$ cat src/rtl/svnet_pkg.sv
// Shared types and constants for the svnet RAM blocks.
package svnet_pkg;

   typedef enum logic [1:0] {
      IDLE,
      ISSUE,
      DRAIN
   } svnet_ram_reader_state_t;

   localparam int SVNET_RAM_READ_LATENCY = 2;
   localparam int SVNET_RAM_R2R_DELAY    = 2;

   // A one-word RAM still needs a one-bit address port.
   function automatic int svnet_addr_width(input int depth);
      return (depth > 1) ? $clog2(depth) : 1;
   endfunction

endpackage

$ cat src/rtl/svnet_fifo.sv
// Synchronous FIFO with flop-based storage; output word and count come straight from registers.
module svnet_fifo #(
   parameter int DEPTH = 4,
   parameter int WIDTH = 8
) (
   input  logic                       clk,
   input  logic                       rst_n,
   input  logic                       wr_en,
   input  logic [WIDTH-1:0]           wr_data,
   input  logic                       rd_en,
   output logic [WIDTH-1:0]           rd_data,
   output logic                       valid,
   output logic [$clog2(DEPTH+1)-1:0] count
);

   localparam int PW = $clog2(DEPTH);
   localparam int CW = $clog2(DEPTH + 1);
   localparam logic [PW-1:0] LAST_SLOT = PW'(DEPTH - 1);
   localparam logic [CW-1:0] FULL      = CW'(DEPTH);

   logic [WIDTH-1:0] mem [DEPTH];
   logic [PW-1:0]    wr_ptr;
   logic [PW-1:0]    rd_ptr;

   // Pointers wrap explicitly so DEPTH need not be a power of two.
   function automatic logic [PW-1:0] bump(input logic [PW-1:0] p);
      return (p == LAST_SLOT) ? '0 : p + PW'(1);
   endfunction

   always_ff @(posedge clk or negedge rst_n) begin
      if (!rst_n) begin
         wr_ptr <= '0;
         rd_ptr <= '0;
         count  <= '0;
         for (int i = 0; i < DEPTH; i++) mem[i] <= '0;
      end else begin
         assert (!(wr_en && count == FULL));
         if (wr_en) begin
            mem[wr_ptr] <= wr_data;
            wr_ptr      <= bump(wr_ptr);
         end
         if (rd_en) rd_ptr <= bump(rd_ptr);
         case ({wr_en, rd_en})
            2'b10:   count <= count + CW'(1);
            2'b01:   count <= count - CW'(1);
            default: ;
         endcase
      end
   end

   assign rd_data = mem[rd_ptr];
   assign valid   = (count != '0);

endmodule

$ cat src/rtl/svnet_ram_reader.sv
// Burst read initiator: paced, credit-limited single-word RAM reads returned as a
// valid/ready stream with a last marker.
module svnet_ram_reader import svnet_pkg::*; #(
   parameter int DEPTH      = 1,
   parameter int WIDTH      = 1,
   parameter int FIFO_DEPTH = 4,
   parameter int R2R_DELAY  = SVNET_RAM_R2R_DELAY
) (
   input  logic                               clk,
   input  logic                               rst_n,
   input  logic                               cmd_valid,
   output logic                               cmd_ready,
   input  logic [svnet_addr_width(DEPTH)-1:0] cmd_address,
   input  logic [$clog2(DEPTH):0]             cmd_count,
   output logic                               read,
   output logic [svnet_addr_width(DEPTH)-1:0] read_address,
   input  logic                               read_data_valid,
   input  logic [WIDTH-1:0]                   read_data,
   output logic                               out_valid,
   input  logic                               out_ready,
   output logic [WIDTH-1:0]                   out_data,
   output logic                               out_last,
   output logic                               busy
);

   localparam int AW = svnet_addr_width(DEPTH);
   localparam int CW = $clog2(DEPTH) + 1;
   localparam int FW = $clog2(FIFO_DEPTH + 1);
   localparam int PW = $clog2(R2R_DELAY + 1);
   localparam logic [AW-1:0] LAST_ADDR = AW'(DEPTH - 1);
   localparam logic [FW:0]   CREDITS   = (FW + 1)'(FIFO_DEPTH);
   localparam logic [PW-1:0] PACE_LOAD = PW'(R2R_DELAY - 1);

   svnet_ram_reader_state_t state, state_next;

   logic          out_of_reset;
   logic [AW-1:0] addr;
   logic [CW-1:0] issue_cnt;
   logic [CW-1:0] out_cnt;
   logic [PW-1:0] pace;
   logic [FW-1:0] in_flight;
   logic [FW-1:0] fifo_count;
   logic          accept;
   logic          credit_ok;
   logic          rsp_ok;
   logic          pop;

   // RAM data cannot be stalled, so a read is only issued when the FIFO has
   // room for every response still in flight plus this one.
   assign credit_ok    = ({1'b0, fifo_count} + {1'b0, in_flight}) < CREDITS;
   assign read         = (state == ISSUE) && (pace == '0) && credit_ok;
   assign read_address = addr;
   assign cmd_ready    = (state == IDLE) && out_of_reset;
   assign accept       = cmd_valid && cmd_ready;
   assign rsp_ok       = read_data_valid && (in_flight != '0);
   assign pop          = out_valid && out_ready;
   assign out_last     = out_valid && (out_cnt == CW'(1));
   assign busy         = (state != IDLE);

   always_comb begin
      state_next = state;
      case (state)
         IDLE:    if (accept && cmd_count != '0) state_next = ISSUE;
         ISSUE:   if (read && issue_cnt == CW'(1)) state_next = DRAIN;
         DRAIN:   if (out_cnt == '0 || (pop && out_cnt == CW'(1))) state_next = IDLE;
         default: state_next = IDLE;
      endcase
   end

   always_ff @(posedge clk or negedge rst_n) begin
      if (!rst_n) begin
         state        <= IDLE;
         out_of_reset <= 1'b0;
         addr         <= '0;
         issue_cnt    <= '0;
         out_cnt      <= '0;
         pace         <= '0;
         in_flight    <= '0;
      end else begin
         assert (!(read_data_valid && in_flight == '0));
         state        <= state_next;
         out_of_reset <= 1'b1;
         if (accept) begin
            addr      <= cmd_address;
            issue_cnt <= cmd_count;
            out_cnt   <= cmd_count;
            pace      <= '0;
         end else begin
            if (read) begin
               addr      <= (addr == LAST_ADDR) ? '0 : addr + AW'(1);
               issue_cnt <= issue_cnt - CW'(1);
               pace      <= PACE_LOAD;
            end else if (pace != '0) begin
               pace <= pace - PW'(1);
            end
            if (pop) out_cnt <= out_cnt - CW'(1);
         end
         case ({read, rsp_ok})
            2'b10:   in_flight <= in_flight + FW'(1);
            2'b01:   in_flight <= in_flight - FW'(1);
            default: ;
         endcase
      end
   end

   svnet_fifo #(
      .DEPTH (FIFO_DEPTH),
      .WIDTH (WIDTH)
   ) u_fifo (
      .clk     (clk),
      .rst_n   (rst_n),
      .wr_en   (rsp_ok),
      .wr_data (read_data),
      .rd_en   (pop),
      .rd_data (out_data),
      .valid   (out_valid),
      .count   (fifo_count)
   );

endmodule

$ cat config.mk
export PLATFORM = sky130hd
export DESIGN_NAME = svnet_ram_reader
export DESIGN_NICKNAME = d
export VERILOG_FILES = /design/src/rtl/svnet_pkg.sv /design/src/rtl/svnet_fifo.sv /design/src/rtl/svnet_ram_reader.sv
export SDC_FILE = /design/constraint.sdc
export NUM_CORES = 1
export LEC_CHECK = 0
export BUFFER_PORTS_ARGS = -buffer_cell sky130_fd_sc_hd__buf_2
export CAP_MARGIN = 40
export CORE_MARGIN = 1
export CORE_UTILIZATION = 40
export CTS_CLUSTER_DIAMETER = 30
export DETAILED_ROUTE_END_ITERATION = 10
export PLACE_DENSITY = 0.56
export SLEW_MARGIN = 10
export SYNTH_ARGS = -nofsm -noshare
export SYNTH_HDL_FRONTEND = slang
export SYNTH_HIERARCHICAL = 1
export SYNTH_SLANG_ARGS = --single-unit
$ cat constraint.sdc
create_clock -name clk -period 7.5 [get_ports clk]
set_clock_uncertainty 0.15 [all_clocks]
set_input_delay 1.5 -clock clk [delete_from_list [all_inputs] [get_ports clk]]
set_output_delay 1.5 -clock clk [all_outputs]
set_load 0.02 [all_outputs]
==> flow_metrics.py <==
metrics = {
    "run_status": {
        "status": "finished clean",
    },
    "route": {
        "dr_total_vias": 786,
        "routed_wl_um": 1980,
        "wl_met3_um": 63,
        "post_drt_wl_per_cell_um": 12.9,
        "drtIter0Drc": 25,
        "ant_nets": 0,
        "drt_first_pass_iters": 2,
        "met2_length_um": 910,
        "drc": 0,
        "top_layer": "met3",
        "viasPerCell": 5.10,
        "wl_met1_um": 1010,
    },
    "worst_setup_path": {
        "cp_cell_sequence": "ha_1 > or4b_4 > or3_4 > inv_2 > buf_2",
        "reg2regPathDepth": 9,
        "crit_path_end_kind": "output port",
        "startpoint_type": "flop",
        "cp_slowest_cell": "or4b_4",
        "cp_max_fo": 5,
        "cp.arrival_ns": 2.21,
        "required_ns": 5.85,
        "crit_type": "flop to output port",
        "cp_slowest_stage_delay_ns": 0.49,
    },
    "synth": {
        "syn_nets": 126,
        "ys.flop_type": "dfrtp_1",
        "synth_edf_count": 0,
        "ys_warn_count": 6,
        "netlist_area_um2": 1180,
        "synth-seq-cells": 22,
        "yosysSeqAreaShare_pct": 46.7,
        "synth_cell_types": 33,
        "async_reset_ff_share_pct": 100,
        "synth_area_per_cell_um2": 11.1,
        "synthCells": 106,
    },
    "die": {
        "start_util_pct": 42.4,
        "die_y_um": 56.3,
        "die_w_um": 56.3,
        "io_pins": 15,
        "rows": 19,
        "core_area_um2": 2780,
        "dieArea_um2": 3170,
    },
    "global_route": {
        "antenna_found_initial": 0,
        "grt_usage_pct": 14.7,
        "grt_overflow": 0,
        "first_global_vias": 842,
        "grt_pass1_wl_um": 3720,
        "grt_max_degree": 23,
    },
    "layout": {
        "fillers": 274,
        "antenna_cells": 0,
        "post-route-util_pct": 47.1,
        "drive_gt1_share_pct": 23.6,
        "stdcell_count": 154,
        "area_delta_synth_final_pct": 11.1,
        "layout_commonest_cell": "dfrtp_1",
        "finalInstanceArea_um2": 1310,
        "final_cell_mix": "dfrtp_1, buf_2, inv_1, ha_1, nand2_1",
        "nNetsFinal": 145,
    },
    "sta": {
        "setup_violations": 0,
        "drv_slew": 0,
        "fin_crit_sh_pct": 51.5,
        "rsz0062_at_grt": "false",
        "slew_headroom_pct": 52.0,
        "final_hold_viol_count": 0,
        "max_slew.worst_pin.slew_ns": 0.711,
        "max_freq_mhz": 259,
        "setup_tns_ns": 0,
        "fin_crit_ns": 3.86,
    },
    "clock_tree": {
        "cts.path.max_buffers": 2,
        "cts-root-buf": "clkbuf_4",
        "h-tree-depth": 1,
        "clock-sinks": 22,
        "cts_tree": "yes",
        "post_cts_buffers": 0,
        "cts_resized": 0,
        "path_clk_slew_ns": 0.12,
        "ctsHoldBuffers": 0,
        "cts_buffers": 3,
        "insertion_delay_ns": 0.30,
    },
    "placed_design": {
        "port_buffers": 14,
        "placed_area_um2": 1290,
        "place_congestion": 0.715,
        "post-dp-hpwl_um": 1520,
        "dp_cells": 151,
    },
    "power_and_ir_drop": {
        "vdd_drop_max_mv": 0.198,
        "powerDensity_nw_per_um2": 419,
        "p_leak_nw": 0.645,
    },
    "hold_path": {
        "hold_path_depth": 1,
        "min_path_type": "flop to flop",
    },
    "job": {
        "drv_cap": 0,
    },
}
per-stage QoR:
step	total power [mW]	setup slack, ns	hold WS [ns]
floorplan	0.434	4.16	0.311
CTS	0.560	3.62	0.357
global placement	0.492	4.01	0.331
finish	0.550	3.64	0.353
global route	0.616	3.55	0.397
detailed placement	0.504	3.98	0.336
kinds of logic after synthesis:
kind of cell | after synthesis | synth area share, %
XOR/XNOR | 8 | 5.94
adder cells (fa/ha/maj) | 12 | 14.0
buffers and inverters | 14 | 4.45
other | 1 | 0.318
multiplexers | 8 | 8.48
AO/OA/AOI/OAI | 13 | 6.79
AND/OR/NAND/NOR | 28 | 13.4
flip-flops | 22 | 46.7
sequential cells by signal, summed over array words and instances, names as in the netlist:
register / cells
u_fifo/wr_ptr: 2
u_fifo/rd_ptr: 2
out_cnt: 1
out_of_reset: 1
read_address: 1
u_fifo/mem: 4
issue_cnt: 1
u_fifo/count: 3
pace: 2
in_flight: 3
state: 2
path summary, 6_finish.rpt:
| check | slack, ns | from | end |
|---|---|---|---|
| worst max-delay path | 3.64 | in_flight[2] | read |
| worst min-delay path | 0.35 | u_fifo/count[2] | u_fifo/count[2] |
| worst max register to register | 4.76 | in_flight[2] | in_flight[2] |
| worst min register to register | 0.35 | u_fifo/count[2] | u_fifo/count[2] |
| max in group asynchronous | 5.88 | rst_n | u_fifo/rd_ptr[0] |
| min in group asynchronous | 0.99 | rst_n | read_address |
area by class of cell:
class / count / area, um2 / share of cell area [%]
Multi-Input combinational cell: 70 / 577 / 44.0
Sequential cell: 22 / 551 / 42.0
Timing Repair Buffer: 14 / 70.1 / 5.34
Inverter: 14 / 52.6 / 4.01
Tap cell: 31 / 38.8 / 2.96
Clock buffer: 3 / 22.5 / 1.72
worst max-delay path: cells and delay by family (launching register included):
kind / cells / cell delay, ns
flops: 1 / 0.43
buf+inv: 2 / 0.27
simple gates: 2 / 0.90
fa+ha+maj: 1 / 0.31
Yosys cell counts (2+ instances only):
library cell  count  area [um2]
a21oi_1           3        15.0
dfrtp_1          22         551
fa_1              2        40.0
ha_1             10         125
inv_1            12        45.0
inv_2             2        7.51
mux2_2            6        67.6
nand2_1           9        33.8
nor2_1            6        22.5
o21ai_0           4        20.0
or3_1             2        12.5
xnor2_1           2        17.5
xor2_1            6        52.6
routing by layer:
layer	global-route usage (%)	vias to the layer above
met3	2.53	0
li1	-	389
met4	4.18	0
met1	20.0	385
met2	24.3	12
met5	0	-
power breakdown:
part | switching, mW | leakage [nW] | internal [mW] | total (mW)
combinational | 0.142 | 0.369 | 0.134 | 0.276
clock | 0.0334 | 0.0138 | 0.0187 | 0.0521
sequential | 0.0451 | 0.262 | 0.176 | 0.222
No activity file was read; power rests on OpenSTA's default activity.
